$ cat config.mk
export PLATFORM = sky130hd
export DESIGN_NAME = multi_key_req_gen
export DESIGN_NICKNAME = d
export VERILOG_FILES = /design/src/rtl/multi_key_req_gen.sv
export SDC_FILE = /design/constraint.sdc
export NUM_CORES = 1
export LEC_CHECK = 0
export ABC_AREA = 1
export CORE_ASPECT_RATIO = 0.6
export CORE_UTILIZATION = 35
export DETAILED_ROUTE_END_ITERATION = 12
export PLACE_DENSITY = 0.59
export SETUP_SLACK_MARGIN = 0.15
export SLEW_MARGIN = 20
export SYNTH_ARGS = -nofsm -noshare
export SYNTH_HDL_FRONTEND = slang
export SYNTH_SLANG_ARGS = --single-unit
$ cat constraint.sdc
create_clock -name clk -period 2.5 [get_ports clk]
set_input_delay 0.375 -clock clk [delete_from_list [all_inputs] [get_ports clk]]
set_output_delay 0.375 -clock clk [all_outputs]
set_load 0.01 [all_outputs]
$ cat src/rtl/multi_key_req_gen.sv
// Multi-channel key requester: NUM_CH stride counters with limit/wrap/stop behaviour,
// arbitrated round-robin onto a single registered req/ack port.
module multi_key_req_gen #(
    parameter int KEY_W  = 4,
    parameter int NUM_CH = 2,
    parameter int CH_W   = (NUM_CH > 1) ? $clog2(NUM_CH) : 1
) (
    input  logic              clk,
    input  logic              rst,
    input  logic [NUM_CH-1:0] ch_en,
    input  logic [KEY_W-1:0]  stride,
    input  logic [KEY_W-1:0]  limit,
    input  logic              wrap_mode,
    input  logic              clear,
    output logic              req,
    output logic [KEY_W-1:0]  req_key,
    output logic [CH_W-1:0]   req_ch,
    input  logic              ack,
    output logic [NUM_CH-1:0] done
);

    // Valid/ready: req/req_key/req_ch are registered and held until an edge
    // with req & ack (a transfer); ack with req low has no effect.
    localparam logic [CH_W-1:0] PTR_RST = CH_W'(NUM_CH - 1);

    logic [KEY_W-1:0]  cnt_q [NUM_CH];
    logic [KEY_W-1:0]  cnt_d [NUM_CH];
    logic [NUM_CH-1:0] done_d;
    logic [CH_W-1:0]   ptr_q;
    logic [CH_W-1:0]   ptr_d;
    logic              req_d;
    logic [KEY_W-1:0]  key_d;
    logic [CH_W-1:0]   ch_d;
    logic              xfer;
    logic [NUM_CH-1:0] elig;
    logic              found;
    logic [CH_W-1:0]   sel;
    logic [CH_W-1:0]   cand;
    int                idx;

    always_comb begin
        cnt_d  = cnt_q;
        done_d = done;
        ptr_d  = ptr_q;
        req_d  = req;
        key_d  = req_key;
        ch_d   = req_ch;
        xfer   = req & ack;
        elig   = '0;
        found  = 1'b0;
        sel    = '0;
        cand   = '0;
        idx    = 0;

        if (clear) begin
            // clear wins over a simultaneous ack: nothing is transferred
            for (int i = 0; i < NUM_CH; i++) begin
                cnt_d[i] = '0;
            end
            done_d = '0;
            ptr_d  = PTR_RST;
            req_d  = 1'b0;
            key_d  = '0;
            ch_d   = '0;
        end else begin
            if (xfer) begin
                if (req_key >= limit) begin
                    if (wrap_mode) begin
                        cnt_d[req_ch] = '0;
                    end else begin
                        cnt_d[req_ch]  = req_key;
                        done_d[req_ch] = 1'b1;
                    end
                end else begin
                    cnt_d[req_ch] = req_key + stride;
                end
                ptr_d = req_ch;
            end

            // Issue from post-update state so back-to-back transfers have no bubble
            if (!req || xfer) begin
                elig = ch_en & ~done_d;
                for (int i = 1; i <= NUM_CH; i++) begin
                    idx  = (int'(ptr_d) + i) % NUM_CH;
                    cand = CH_W'(idx);
                    if (!found && elig[cand]) begin
                        found = 1'b1;
                        sel   = cand;
                    end
                end
                req_d = found;
                if (found) begin
                    key_d = cnt_d[sel];
                    ch_d  = sel;
                end
            end
        end
    end

    always_ff @(posedge clk or posedge rst) begin
        if (rst) begin
            for (int i = 0; i < NUM_CH; i++) begin
                cnt_q[i] <= '0;
            end
            done    <= '0;
            ptr_q   <= PTR_RST;
            req     <= 1'b0;
            req_key <= '0;
            req_ch  <= '0;
        end else begin
            cnt_q   <= cnt_d;
            done    <= done_d;
            ptr_q   <= ptr_d;
            req     <= req_d;
            req_key <= key_d;
            req_ch  <= ch_d;
        end
    end

    // A pending request must hold its payload until accepted or cleared
    held_req_stable: assert property (@(posedge clk) disable iff (rst)
        (req && !ack && !clear) |=> (req && $stable(req_key) && $stable(req_ch)));

    ch_in_range: assert property (@(posedge clk) disable iff (rst)
        req |-> (int'(req_ch) < NUM_CH));

endmodule

==> impl_metrics.ini, run 1 <==
[clock_tree]
holdBufCountCts = 0
post_cts_resized = 0
clock_latency_ns = 0.25
path_clk_slew_ns = 0.07
clock-sinks = 17
cts_tree = yes
cts_buffers = 3
cts-htree-levels = 1
clockBufferDepth = 2
cts_root_buf = clkbuf_8

[sta]
max_freq_mhz = 454
hold_ws_ns = 0.514
maxSlewViolCount = 0
fin_crit_ns = 2.20
hold_viol_final = 0
worst_pin_slew_ns = 0.667
relSlewSlack_pct = 55.5
setup_ws_ns = 0.299
setup_viol = 0
final.setup_skew_ns = 0.00127
rsz0062_at_grt = false
post-route-period-util_pct = 88.1

[critical_path]
cp-end-kind = register
critPathSlowestCell = clkdlybuf4s50_1
cp_max_fo = 8
crit_path_cell_trace = clkdlybuf4s50_1 > inv_1 > ha_1 > nand2_1 > clkinv_1 > nand2_2 > nand3_4 > nand2_4 > nand3_2 > nand2_2 > nand2_4 > inv_4 > nand2_1 > nor2_1 > nor2_1
cpPeakStageDelay_ns = 0.45
cp-start-kind = input pin
path_class = in -> reg
rr_worst_depth = 13
critPathRequiredTime_ns = 2.65
arrival_ns = 2.35

[placement]
io_buffer_count = 22
dpl.hpwl_um = 2980
gp_routability_congestion = 0.791
dp.cells = 314
post-place-ws_ns = -0.000554

[drt]
drc = 0
drt-initial-drc-count = 76
first_pass_iters = 4
postRouteAntennaNets = 0
drt-vias-per-instance = 4.61
routedWlPerCell_um = 11.9
wl_um = 3810
num_vias = 1469

[global_route]
antenna_found_initial = 0
grt_max_degree = 18
grt_usage_pct = 18.5
grt_overflow_total = 0
grt_pass1_vias = 1298
grt_pass1_wl_um = 6310

[synthesis]
synth_nets = 256
syn-cell-area_um2 = 1480
synth_edf_count = 0
synthArstFlopShare_pct = 100
synth_area_leaders = dfrtp_1, nand2_1, inv_1
ys_seq_elements = 17
synth_top_area_share_pct = 27.0
yosys.area.top_type = dfrtp_1
synthCells = 233
synth_common_cells = nand2_1, inv_1, nor2_1, dfrtp_1, o21ai_0
ys_seq_area_share_pct = 28.8
avgSynthCellArea_um2 = 6.37
synth_flop_cell = dfrtp_1
yosysMostFrequentCell = nand2_1
yosysUniqueCellTypes = 28
ys.warnings.count = 0

[min_path]
hold_path_depth = 2
hold_path.class = reg -> reg

[die]
rows = 17
ios = 23
dieArea_um2 = 4510
core_region_area_um2 = 3850
die_h_um = 52.4
die_w_um = 86.1
initial_utilization_pct = 38.5

[final_layout]
drive_above_1_share_pct = 13.0
final_cells = 319
n_antenna_cell = 0
nNetsFinal = 286
area_growth_pct = 24.9
fin_util_pct = 48.1

[power]
total_power_uw = 930
power_leakage_uw = 0.00104
pwr_density_cell_nw_per_um2 = 502
peakVddDrop_mv = 0.236

[status]
status = completed

[flow_run]
cap_violations = 0
[stage by stage]
step | instance area [um^2] | setup TNS, ns
finish | 1850 | 0
global route | 1850 | 0
CTS | 1850 | 0
detailed placement | 1800 | -0.000554
global placement | 1800 | -0.0120
floorplan | 1480 | 0
[final timing paths]
check / start / to / slack [ns]
min in group asynchronous: rst / cnt_q[6] / 0.52
setup / recovery: limit[3] / req_key[3] / 0.30
hold / removal: ptr_q / ptr_q / 0.51
setup reg to reg: req_key[3] / req_key[3] / 0.47
hold reg to reg: ptr_q / ptr_q / 0.51
max in group asynchronous: rst / cnt_q[4] / 1.56
[registers in the layout, summed over array words and instances, names as in the netlist]
signal / count
cnt_q: 8
req_key: 4
done: 2
ptr_q: 1
req: 1
req_ch: 1
[critical path, delay by kind of cell]
| family | cells | cell delay (ns) |
|---|---|---|
| simple gates | 10 | 0.94 |
| buf+inv | 4 | 0.67 |
| fa+ha+maj | 1 | 0.36 |
[placed cells by master, fill, tap and decap left out]
| cell | n |
|---|---|
| a21oi_1 | 7 |
| a21oi_4 | 1 |
| a31oi_1 | 1 |
| buf_4 | 7 |
| clkbuf_8 | 3 |
| clkdlybuf4s50_1 | 22 |
| clkinv_1 | 1 |
| clkinv_2 | 3 |
| dfrtp_1 | 16 |
| dfstp_2 | 1 |
| fa_1 | 1 |
| ha_1 | 7 |
| inv_1 | 32 |
| inv_2 | 2 |
| inv_4 | 1 |
| nand2_1 | 98 |
| nand2_2 | 4 |
| nand2_4 | 4 |
| nand3_1 | 11 |
| nand3_2 | 1 |
| nand3_4 | 2 |
| nand4_1 | 2 |
| nand4_2 | 2 |
| nor2_1 | 17 |
| nor2_2 | 2 |
| o21ai_0 | 12 |
| o21ai_1 | 1 |
| or2_2 | 1 |
[per-layer routing]
metal  routed length, um  vias to the layer above  GRT usage [%]
li1                    -                      775              -
met1                2140                      663           28.8
met2                1470                       29           25.8
met3                 189                        2           4.25
met4                   8                        0           2.50
met5                   0                        -              0
[cell type report]
cell class              count  area, um^2
well taps                  57        71.3
clock inverters             1        5.00
repair buffers             29         273
fillers                   399        2000
flip-flops and latches     17         427
clock buffers               3        41.3
inverters                  38         148
multi-input cells         174         888
[power breakdown]
group	switching (uW)	leakage (uW)	internal (uW)
Combinational	241	0.000792	164
Sequential	19.1	0.000224	297
Clock	96.8	0.0000255	111
[logic make-up after synthesis]
group / count (synthesis) / synth area share [%]
compound gates: 22 / 8.26
fa+ha+maj: 8 / 7.25
buf+inv: 42 / 11.4
flops: 17 / 28.8
simple gates: 144 / 44.3
[repair_timing]
action,in CTS,in global routing
endpoints found under the setup margin,0,2
hold endpoints to repair,0,0
setup buffers,0,1
No activity file was read; power rests on OpenSTA's default activity.
==> run 2, diff against run 1 <==
Settings changed: ABC_CLOCK_PERIOD_IN_PS from default to 2500.
==> results of run 2 <==
Final layout, timing and power as in run 1 (identical DEF).
==> run 3, diff against run 2 <==
Settings changed: CTS_CLUSTER_SIZE from default to 20.
==> results of run 3 <==
Final layout, timing and power as in run 1 (identical DEF).
